**src/rtl/execute_stage.sv**
```systemverilog
// rtl/execute_stage.sv - RV32 execute stage: operand forwarding, ALU with shift-add multiplier, branch resolution, EX/MEM slot
//
// Purpose:
//   Takes the decoded ID/EX slot and forwards operands from MEM/WB. It evaluates the ALU, or
//   runs a DATA_WIDTH-cycle shift-add multiply for mul/mulhu. It resolves branches and jumps,
//   and registers the result into the EX/MEM slot. While a multiply is in flight, ex_ready
//   stays low and decode holds its outputs.
//
// Ports:
//   clk, rst_n                      clock (rising edge), asynchronous active-low reset
//   ex_valid / ex_ready             ID/EX slot handshake; ex_ready low stalls decode
//   RegWrite..BranchInv, ResultSrc  decoded controls
//   ALUctrl                         ALU opcode (0 add .. 9 sra, 10 mul, 11 mulhu)
//   rs1, rs2, rd                    register indices
//   RD1, RD2, ImmOp, PC, PCPlus4    operands from decode
//   mem_*, wb_*                     forwarding sources
//   PCSrc, PCTarget                 combinational fetch redirect
//   m_*                             registered EX/MEM slot
module execute_stage #(
  parameter int DATA_WIDTH    = 32,
  parameter int ADDRESS_WIDTH = 5,
  parameter int ALUctrl_WIDTH = 4
) (
  input  logic                     clk,
  input  logic                     rst_n,
  input  logic                     ex_valid,
  output logic                     ex_ready,
  input  logic                     RegWrite,
  input  logic                     MemWrite,
  input  logic                     ALUsrc,
  input  logic                     JALRctrl,
  input  logic                     Jump,
  input  logic                     Branch,
  input  logic                     BranchInv,
  input  logic [1:0]               ResultSrc,
  input  logic [ALUctrl_WIDTH-1:0] ALUctrl,
  input  logic [ADDRESS_WIDTH-1:0] rs1,
  input  logic [ADDRESS_WIDTH-1:0] rs2,
  input  logic [ADDRESS_WIDTH-1:0] rd,
  input  logic [DATA_WIDTH-1:0]    RD1,
  input  logic [DATA_WIDTH-1:0]    RD2,
  input  logic [DATA_WIDTH-1:0]    ImmOp,
  input  logic [DATA_WIDTH-1:0]    PC,
  input  logic [DATA_WIDTH-1:0]    PCPlus4,
  input  logic                     mem_RegWrite,
  input  logic                     wb_RegWrite,
  input  logic [ADDRESS_WIDTH-1:0] mem_rd,
  input  logic [ADDRESS_WIDTH-1:0] wb_rd,
  input  logic [DATA_WIDTH-1:0]    mem_result,
  input  logic [DATA_WIDTH-1:0]    wb_result,
  output logic                     PCSrc,
  output logic [DATA_WIDTH-1:0]    PCTarget,
  output logic                     m_valid,
  output logic                     m_RegWrite,
  output logic                     m_MemWrite,
  output logic [1:0]               m_ResultSrc,
  output logic [ADDRESS_WIDTH-1:0] m_rd,
  output logic [DATA_WIDTH-1:0]    m_ALUout,
  output logic [DATA_WIDTH-1:0]    m_WriteData,
  output logic [DATA_WIDTH-1:0]    m_PCPlus4
);

  localparam int SHW = $clog2(DATA_WIDTH);
  localparam int CW  = SHW + 1;

  localparam logic [ALUctrl_WIDTH-1:0] OP_ADD   = ALUctrl_WIDTH'(0);
  localparam logic [ALUctrl_WIDTH-1:0] OP_SUB   = ALUctrl_WIDTH'(1);
  localparam logic [ALUctrl_WIDTH-1:0] OP_AND   = ALUctrl_WIDTH'(2);
  localparam logic [ALUctrl_WIDTH-1:0] OP_OR    = ALUctrl_WIDTH'(3);
  localparam logic [ALUctrl_WIDTH-1:0] OP_XOR   = ALUctrl_WIDTH'(4);
  localparam logic [ALUctrl_WIDTH-1:0] OP_SLT   = ALUctrl_WIDTH'(5);
  localparam logic [ALUctrl_WIDTH-1:0] OP_SLTU  = ALUctrl_WIDTH'(6);
  localparam logic [ALUctrl_WIDTH-1:0] OP_SLL   = ALUctrl_WIDTH'(7);
  localparam logic [ALUctrl_WIDTH-1:0] OP_SRL   = ALUctrl_WIDTH'(8);
  localparam logic [ALUctrl_WIDTH-1:0] OP_SRA   = ALUctrl_WIDTH'(9);
  localparam logic [ALUctrl_WIDTH-1:0] OP_MUL   = ALUctrl_WIDTH'(10);
  localparam logic [ALUctrl_WIDTH-1:0] OP_MULHU = ALUctrl_WIDTH'(11);

  typedef enum logic [1:0] {S_IDLE, S_BUSY, S_DONE} state_t;

  state_t                    r_state;
  state_t                    w_state_next;

  logic [DATA_WIDTH-1:0]     w_fwd_a;
  logic [DATA_WIDTH-1:0]     w_fwd_b;
  logic [DATA_WIDTH-1:0]     w_srca;
  logic [DATA_WIDTH-1:0]     w_srcb;
  logic [SHW-1:0]            w_shamt;
  logic [DATA_WIDTH-1:0]     w_alu_comb;
  logic [DATA_WIDTH-1:0]     w_alu;
  logic [DATA_WIDTH-1:0]     w_wdata;
  logic                      w_is_mul;
  logic                      w_mul_start;
  logic                      w_fire;
  logic                      w_zero;
  logic                      w_taken;

  logic [2*DATA_WIDTH-1:0]   r_acc;
  logic [2*DATA_WIDTH-1:0]   r_mcand;
  logic [DATA_WIDTH-1:0]     r_mplier;
  logic [CW-1:0]             r_cnt;
  logic [DATA_WIDTH-1:0]     r_wdata;

  // Forwarding: MEM beats WB, and x0 is never forwarded.
  always_comb begin
    w_fwd_a = RD1;
    if (mem_RegWrite && (mem_rd != '0) && (mem_rd == rs1)) begin
      w_fwd_a = mem_result;
    end else if (wb_RegWrite && (wb_rd != '0) && (wb_rd == rs1)) begin
      w_fwd_a = wb_result;
    end
  end

  always_comb begin
    w_fwd_b = RD2;
    if (mem_RegWrite && (mem_rd != '0) && (mem_rd == rs2)) begin
      w_fwd_b = mem_result;
    end else if (wb_RegWrite && (wb_rd != '0) && (wb_rd == rs2)) begin
      w_fwd_b = wb_result;
    end
  end

  assign w_srca  = w_fwd_a;
  assign w_srcb  = ALUsrc ? ImmOp : w_fwd_b;
  assign w_shamt = w_srcb[SHW-1:0];

  always_comb begin
    w_alu_comb = '0;
    case (ALUctrl)
      OP_ADD:  w_alu_comb = w_srca + w_srcb;
      OP_SUB:  w_alu_comb = w_srca - w_srcb;
      OP_AND:  w_alu_comb = w_srca & w_srcb;
      OP_OR:   w_alu_comb = w_srca | w_srcb;
      OP_XOR:  w_alu_comb = w_srca ^ w_srcb;
      OP_SLT:  w_alu_comb = {{(DATA_WIDTH-1){1'b0}}, ($signed(w_srca) < $signed(w_srcb))};
      OP_SLTU: w_alu_comb = {{(DATA_WIDTH-1){1'b0}}, (w_srca < w_srcb)};
      OP_SLL:  w_alu_comb = w_srca << w_shamt;
      OP_SRL:  w_alu_comb = w_srca >> w_shamt;
      OP_SRA:  w_alu_comb = $unsigned($signed(w_srca) >>> w_shamt);
      default: w_alu_comb = '0;
    endcase
  end

  assign w_is_mul    = (ALUctrl == OP_MUL) || (ALUctrl == OP_MULHU);
  assign w_mul_start = ex_valid && w_is_mul;

  // In DONE the product comes from the accumulator. The store data comes from the copy
  // latched at multiply start, so late changes on the forward buses cannot leak in.
  assign w_alu   = (r_state == S_DONE)
                   ? ((ALUctrl == OP_MULHU) ? r_acc[2*DATA_WIDTH-1:DATA_WIDTH] : r_acc[DATA_WIDTH-1:0])
                   : w_alu_comb;
  assign w_wdata = (r_state == S_DONE) ? r_wdata : w_fwd_b;

  always_ff @(posedge clk or negedge rst_n) begin
    if (!rst_n) begin
      r_state <= S_IDLE;
    end else begin
      r_state <= w_state_next;
    end
  end

  always_comb begin
    w_state_next = r_state;
    ex_ready     = 1'b1;
    case (r_state)
      S_IDLE: begin
        if (w_mul_start) begin
          ex_ready     = 1'b0;
          w_state_next = S_BUSY;
        end
      end
      S_BUSY: begin
        ex_ready = 1'b0;
        if (r_cnt == CW'(1)) begin
          w_state_next = S_DONE;
        end
      end
      S_DONE: begin
        w_state_next = S_IDLE;
      end
      default: begin
        w_state_next = S_IDLE;
      end
    endcase
  end

  always_ff @(posedge clk or negedge rst_n) begin
    if (!rst_n) begin
      r_acc    <= '0;
      r_mcand  <= '0;
      r_mplier <= '0;
      r_cnt    <= '0;
      r_wdata  <= '0;
    end else if ((r_state == S_IDLE) && w_mul_start) begin
      r_acc    <= '0;
      r_mcand  <= {{DATA_WIDTH{1'b0}}, w_srca};
      r_mplier <= w_srcb;
      r_cnt    <= CW'(DATA_WIDTH);
      r_wdata  <= w_fwd_b;
    end else if (r_state == S_BUSY) begin
      if (r_mplier[0]) begin
        r_acc <= r_acc + r_mcand;
      end
      r_mcand  <= r_mcand << 1;
      r_mplier <= r_mplier >> 1;
      r_cnt    <= r_cnt - CW'(1);
    end
  end

  assign w_fire   = ex_valid && ex_ready;
  assign w_zero   = (w_alu == '0);
  assign w_taken  = Branch && (w_zero ^ BranchInv);
  assign PCSrc    = w_fire && (w_taken || Jump);
  assign PCTarget = JALRctrl ? (w_alu & {{(DATA_WIDTH-1){1'b1}}, 1'b0}) : (PC + ImmOp);

  // Bubbles clear only the controls; the data fields keep their last value.
  always_ff @(posedge clk or negedge rst_n) begin
    if (!rst_n) begin
      m_valid     <= 1'b0;
      m_RegWrite  <= 1'b0;
      m_MemWrite  <= 1'b0;
      m_ResultSrc <= '0;
      m_rd        <= '0;
      m_ALUout    <= '0;
      m_WriteData <= '0;
      m_PCPlus4   <= '0;
    end else if (w_fire) begin
      m_valid     <= 1'b1;
      m_RegWrite  <= RegWrite;
      m_MemWrite  <= MemWrite;
      m_ResultSrc <= ResultSrc;
      m_rd        <= rd;
      m_ALUout    <= w_alu;
      m_WriteData <= w_wdata;
      m_PCPlus4   <= PCPlus4;
    end else begin
      m_valid     <= 1'b0;
      m_RegWrite  <= 1'b0;
      m_MemWrite  <= 1'b0;
      m_ResultSrc <= '0;
    end
  end

endmodule

```
**config.mk**
```make
export PLATFORM = sky130hd
export DESIGN_NAME = execute_stage
export DESIGN_NICKNAME = d
export VERILOG_FILES = /design/src/rtl/execute_stage.sv
export SDC_FILE = /design/constraint.sdc
export NUM_CORES = 2
export LEC_CHECK = 0
export ABC_AREA = 1
export BUFFER_PORTS_ARGS = -buffer_cell sky130_fd_sc_hd__buf_2
export CORE_UTILIZATION = 40
export DETAILED_ROUTE_END_ITERATION = 12
export GPL_TIMING_DRIVEN = 0
export PLACE_DENSITY = 0.63
export SLEW_MARGIN = 20
export SYNTH_ARGS = -nofsm -noshare
export SYNTH_HDL_FRONTEND = slang
export SYNTH_SLANG_ARGS = --single-unit
```
**constraint.sdc**
```tcl
create_clock -name clk -period 6.55 [get_ports clk]
set_input_delay 1.31 -clock clk [delete_from_list [all_inputs] [get_ports clk]]
set_output_delay 1.31 -clock clk [all_outputs]
set_load 0.02 [all_outputs]
```
# Yosys cells after proc, flatten, opt, wreduce, memory -nomap -nowiden
# Index checks and enable logic that the tools add are counted.
totals:
  regBits: 306
  input_bits: 267
  output_inout_bits: 140
classes:
  n_addsub: 5
  magnitude_cmp: 2
  eq_ne: 20
  shift: 3
  mux: 28
  n_bitwise: 4
  reduce_logical: 22
ops:
  columns: ["op", "n"]
  rows:
  - ["$mux 32", 11]
  - ["$mux 64", 5]
  - ["$pmux 32 s10", 1]
  - ["$add 32x32->32", 2]
  - ["$add 64x64->64", 1]
  - ["$lt 32x32->1", 2]
  - ["$and 32x32->32", 1]
  - ["$logic_not 32->1", 1]
  - ["$or 32x32->32", 1]
  - ["$shl 32x5->32", 1]
  - ["$shr 32x5->32", 1]
  - ["$sshr 32x5->32", 1]
  - ["$sub 32x32->32", 1]
  - ["$xor 32x32->32", 1]
  - ["$eq 5x5->1", 4]
  - ["$eq 4x3->1 const B", 4]
  - ["$eq 4x4->1 const B", 4]
  - ["$mux 6", 2]
  - ["$logic_and 1x1->1", 11]
  - ["$reduce_bool 5->1", 2]
  - ["$eq 4x2->1 const B", 2]
  - ["$eq 6x1->1 const B", 1]
  - ["$mux 2", 3]
  - ["$sub 6x1->6 const B", 1]
  - ["13 further kinds", 20]

# Depth between registers and ports, before layout
logic_depth:
  word_depth: 14
  mapped_depth: 42

# Worst setup path after synthesis
# Ideal clock, no wire load.
synth_timing:
  kind: "input to output"
  start: "input port wb_rd[3]"
  end: "output port PCSrc"
  arrival_ns: 5.397
  t_required_ns: 5.240
  path_slack_ns: -0.157
  cell_stages: 37
  path_buffers: 3
  path_cell_list: "inv_1 > nand2_1 > nand2_1 > nand3_1 > nor2_4 > nand2_4 > inv_2 > buf_4 > clkbuf_1 > nand2_1 > nand3_1 > o21ai_0 > o21ai_0 > ha_1 > clkbuf_1 > inv_1 > o21ai_0 > nand2_1 > nand2_1 > nand2_1 > inv_1 > or2_2 > a221oi_1 > nand3_1 > nand3_1 > nand2_1 > inv_1 > nand4_1 > a21oi_1 > nand2_1 > nor2_1 > nand2_1 > nor2_1 > nand2_1 > nand2_1 > nand3_2 > a21oi_2"
synth_via:
  elab_chain_cells: 14
  elab_cells_between_ends: 28
  cone_classes: "add/sub: 2; order compare: 2; eq/ne: 2; shift: 3; mux: 7; bitwise: 4; reduce/logical: 8"
synth_rtl:
  columns: ["item", "line_no", "text"]
  rows:
  - ["start: declaration", "48", "input logic [ADDRESS_WIDTH-1:0] wb_rd,"]
  - ["$reduce_bool 5->1", "109, 118", null]
  - ["$logic_and 1x1->1", "109, 118", null]
  - ["$logic_and 1x1->1", "118", "end else if (wb_RegWrite && (wb_rd != '0) && (wb_rd == rs2)) begin"]
  - ["$mux 32", "118", null]
  - ["$mux 32", "116", "if (mem_RegWrite && (mem_rd != '0) && (mem_rd == rs2)) begin"]
  - ["$mux 32", "124", "assign w_srcb = ALUsrc ? ImmOp : w_fwd_b;"]
  - ["$sub 32x32->32, or another cell as far along", "131", "OP_SUB: w_alu_comb = w_srca - w_srcb;"]
  - ["$pmux 32 s10 (*)", "129", "case (ALUctrl)"]
  - ["$mux 32 (*)", "150", "? ((ALUctrl == OP_MULHU) ? r_acc[2*DATA_WIDTH-1:DATA_WIDTH] : r_acc[DATA_WIDTH-1:0])"]
  - ["$logic_not 32->1 (*)", "211", "assign w_zero = (w_alu == '0);"]
  - ["$xor 1x1->1 (*)", "212", "assign w_taken = Branch && (w_zero ^ BranchInv);"]
  - ["$logic_and 1x1->1 (*)", "212", null]
  - ["$logic_or 1x1->1 (*)", "213", "assign PCSrc = w_fire && (w_taken || Jump);"]
  - ["$logic_and 1x1->1 (*)", "213", null]
  - ["end: declaration", "51", "output logic PCSrc,"]
# Mark *: on every way between the ends. The rest lies on a longest branch, timed or not.

# Worst setup path after layout
layout_timing:
  start: "input port mem_rd[0]"
  end: "output port PCSrc"
layout_via:
  elab_chain_cells: 13
  elab_cells_between_ends: 26
  cone_classes: "add/sub: 2; order compare: 2; eq/ne: 2; shift: 3; mux: 5; bitwise: 4; reduce/logical: 8"
layout_rtl:
  columns: ["item", "line_no", "text"]
  rows:
  - ["start: declaration", "47", "input logic [ADDRESS_WIDTH-1:0] mem_rd,"]
  - ["$reduce_bool 5->1", "107, 116", null]
  - ["$logic_and 1x1->1", "107, 116", null]
  - ["$logic_and 1x1->1", "116", null]
  - ["$mux 32", "116", null]
  - ["$mux 32", "124", null]
  - ["$sub 32x32->32, or another cell as far along", "131", null]
  - ["$pmux 32 s10 (*)", "129", null]
  - ["$mux 32 (*)", "150", null]
  - ["$logic_not 32->1 (*)", "211", null]
  - ["$xor 1x1->1 (*)", "212", null]
  - ["$logic_and 1x1->1 (*)", "212", null]
  - ["$logic_or 1x1->1 (*)", "213", null]
  - ["$logic_and 1x1->1 (*)", "213", null]
# Marks and branches as above.

==> summary.txt <==
Outcome
  – Outcome: finished, violations left
  – Violations in the final reports: negative setup slack

Cells and area
  – Share of post-route cells with drive strength above 1: 28.1%
  – Final Core Density: 55.9%
  – # fillers: 7259
  – Post-layout nets: 5888
  – Post-route insts no fill: 6429
  – Area of all placed cells without fillers: 41600 um2
  – Most frequent standard cell in the layout excluding fill and tap cells: sky130_fd_sc_hd__nand2_1
  – Synth-to-layout area growth: 38.5%
  – Most used cells in the layout excluding fill and tap cells: 1014 x sky130_fd_sc_hd__nand2_1, 486 x sky130_fd_sc_hd__nand3_1, 470 x sky130_fd_sc_hd__inv_1

Clock tree
  – Clock Tree Root: sky130_fd_sc_hd__clkbuf_16
  – Clock network latency to the later pin of the worst-skew pair: 0.55 ns
  – H-tree depth: 2
  – Number of hold buffers added after CTS: 0
  – Maximum clock path buffer count: 3
  – Total clock sinks: 306
  – Number of buffers added by the clock tree synthesis step: 35
  – TritonCTS clock tree: built
  – Worst-path clk slew: 0.06 ns

Route
  – Avg WL per Cell: 25.7 um
  – Number of vias after detailed routing: 38500
  – Number of design rule violations left after detail routing: 0
  – Detailed Routing Iterations Pass 1: 7
  – ANT nets after route: 0
  – First DRT Iteration DRCs: 4688
  – Drt via density: 5.99
  – Wirelength, routed: 166000 um

Power and ir drop
  – Power Total: 0.00731 W
  – Pleak: 20.6 nW
  – VDD IR-drop max: 0.155 mV
  – Pwr/cell area: 176 nW/um2

Placement
  – DP Cell Count: 6097
  – Number of port buffers: 404
  – DP HPWL: 129000 um
  – Placer congestion estimate: 1.07
  – Instance area at placement: 33400 um2

STA
  – Highest clock frequency the design can meet: 0.130 GHz
  – Hold Violations, Final: 0
  – Ratio of final minimum period to clock period: 117%
  – Worst path setup slack after routing: -1.12 ns
  – Clock tree skew after final layout: 0.0235 ns
  – Number of failing setup endpoints in the final timing report: 31
  – Final critical path time including I/O delays and setup: 7.67 ns
  – RSZ-0062 raised after global routing: yes
  – Least-Margin Pin Slew: 1.19 ns
  – Worst relative slew slack: 20.3%
  – Count of pins over their slew limit: 0
  – Worst hold slack across all endpoints: 0.466 ns

Global routing
  – Maximum number of pins on one net before global-route repair: 97
  – Antenna violations before repair: 12
  – Vias in the first global route: 35500
  – Total Routing Usage GR: 41.4%
  – Total grt overflow: 0
  – Global-route wire length before repair: 231000 um

Run
  – Number of max-capacitance violations reported: 0

Die
  – Standard-cell rows: 100
  – Starting density of the core: 40.4%
  – I/O pin total: 407
  – Horizontal die dimension: 276 um
  – Vertical die dimension: 276 um
  – Area inside the core boundary: 74300 um2
  – Area of the die: 76100 um2

Synthesis
  – Avg Synthesized Cell Area: 6.36 um2
  – Top flip-flop cell by instance count after synthesis: sky130_fd_sc_hd__dfrtp_1
  – Leading area contributor after synthesis: sky130_fd_sc_hd__dfrtp_1
  – Number of different library cells in the post-synthesis netlist: 62
  – Cell types occupying the most area after synthesis: sky130_fd_sc_hd__dfrtp_1 26%, sky130_fd_sc_hd__nand2_1 14%, sky130_fd_sc_hd__nand3_1 9.2%, sky130_fd_sc_hd__o21ai_0 9.0%, sky130_fd_sc_hd__ha_1 8.0%
  – Synthesized instance count: 4720
  – Number of register bits inferred by synthesis: 306
  – Portion of the post-synthesis area used by sequential elements: 25.5%
  – Post-synth EDFFs: 0
  – Synth Cell Area: 30000 um2
  – Portion of synthesized cell area occupied by the leading cell type: 25.5%
  – Synthesized netlist net count: 5184
  – Number of warning messages in the yosys log: 0
  – Proportion of synthesized flip-flops having asynchronous set or reset: 100%

Setup path
  – Worst path required time: 5.24 ns
  – Critical path type: in -> out
  – Critical Path Most Common Cell: sky130_fd_sc_hd__nor2_4
  – Element type at the critical path end: output port
  – CP Max Fanout: 6
  – Highest-delay cell along the critical path: sky130_fd_sc_hd__nor2_4
  – Max incr delay on CP: 0.31 ns
  – Critical path arrival: 6.36 ns
  – Buffer and inverter count on the worst path: 9
  – Launching element type of the critical path: primary input
  – Delay-heaviest family, CP: simple AND/OR/NAND/NOR gates

Hold path
  – HP Class: reg -> reg
cells in the mapped netlist (all sizes together), types with 10 or more instances:
| cell | instances |
|---|---|
| a211oi | 10 |
| or2 | 17 |
| ha | 193 |
| nor3 | 29 |
| a221oi | 19 |
| o31ai | 23 |
| nand3 | 586 |
| a31oi | 28 |
| nand4 | 28 |
| o21a | 38 |
| dfrtp | 306 |
| o22ai | 59 |
| clkbuf | 140 |
| o21bai | 21 |
| o21ai | 572 |
| a21oi | 350 |
| buf | 87 |
| xnor2 | 23 |
| o221ai | 15 |
| xor2 | 51 |
| a21boi | 11 |
| nor2 | 368 |
| inv | 552 |
| nand2 | 1139 |
layout make-up:
cell class / instances / area, um2 / area share (%)
inverters: 558 / 2210 / 5.33
flip-flops and latches: 306 / 7660 / 18.4
well taps: 969 / 1210 / 2.92
clock buffers: 54 / 1070 / 2.57
clock inverters: 10 / 124 / 0.298
diodes: 9 / 22.5 / 0.0542
repair buffers: 688 / 4850 / 11.7
plain buffers: 205 / 1340 / 3.23
multi-input cells: 3630 / 23100 / 55.5
routing by layer:
metal | share of wire, % | track usage (%) | up-vias
met5 | 0.024 | 0 | -
met1 | 39 | 53.8 | 18200
met4 | 7.7 | 26.7 | 8
met3 | 11 | 9.02 | 585
met2 | 43 | 62.1 | 2498
li1 | - | - | 17200
per-stage QoR:
step / setup TNS (ns) / worst slack (ns)
CTS: -9.14 / -0.854
floorplan: 0 / 0.0102
global route: -18.07 / -1.32
detailed placement: -92.47 / -3.33
global placement: -741.58 / -4.10
finish: -15.81 / -1.12
sequential cells by signal, indices dropped and copies added, names as in the netlist, 6 cells and up:
register     flops
r_mcand         64
m_PCPlus4       32
r_cnt            6
r_acc           64
r_mplier        32
m_ALUout        32
r_wdata         32
m_WriteData     32
report_power, final:
group | internal, W | switching [W]
logic | 0.00119 | 0.00211
clock network | 0.00121 | 0.000868
registers | 0.00192 | 0.0000150
path summary, 6_finish.rpt:
check | start | endpoint | slack [ns] | cells after the start
worst max-delay path | mem_rd[0] | PCSrc | -1.12 | 34
worst min-delay path | m_PCPlus4[2] | m_PCPlus4[2] | 0.47 | 2
worst min register to register | m_PCPlus4[2] | m_PCPlus4[2] | 0.47 | 2
min in group asynchronous | rst_n | r_cnt[2] | 0.65 | 1
max in group asynchronous | rst_n | m_PCPlus4[3] | 4.22 | 4
worst max register to register | r_mcand[0] | r_acc[56] | 1.90 | 22
worst min-delay path, stage by stage (launching register included):
cell and delay, ns:
sky130_fd_sc_hd__dfrtp_1 0.34, sky130_fd_sc_hd__nand2_1 0.05, sky130_fd_sc_hd__nand2_1 0.04
cells by family (layout without fill, tap and decap cells):
| kind of cell | Yosys count | after routing | share of synthesized area, % |
|---|---|---|---|
| simple gates | 2182 | 2183 | 31.4 |
| compound gates | 1171 | 1171 | 21.7 |
| buf+inv | 785 | 1515 | 10.8 |
| flops | 306 | 306 | 25.5 |
| fa+ha+maj | 197 | 197 | 8.31 |
| xor+xnor | 74 | 74 | 2.16 |
| mux | 5 | 5 | 0.167 |
| other cells | 0 | 9 | 0 |
what timing repair did:
| item | CTS | global route |
|---|---|---|
| setup buffers | 149 | 131 |
| resized for setup | 829 | 411 |
| gates cloned | 2 | 6 |
| pin swaps | 164 | 204 |
| setup endpoints to repair | 57 | 32 |
(Power assumes the default switching activity.)
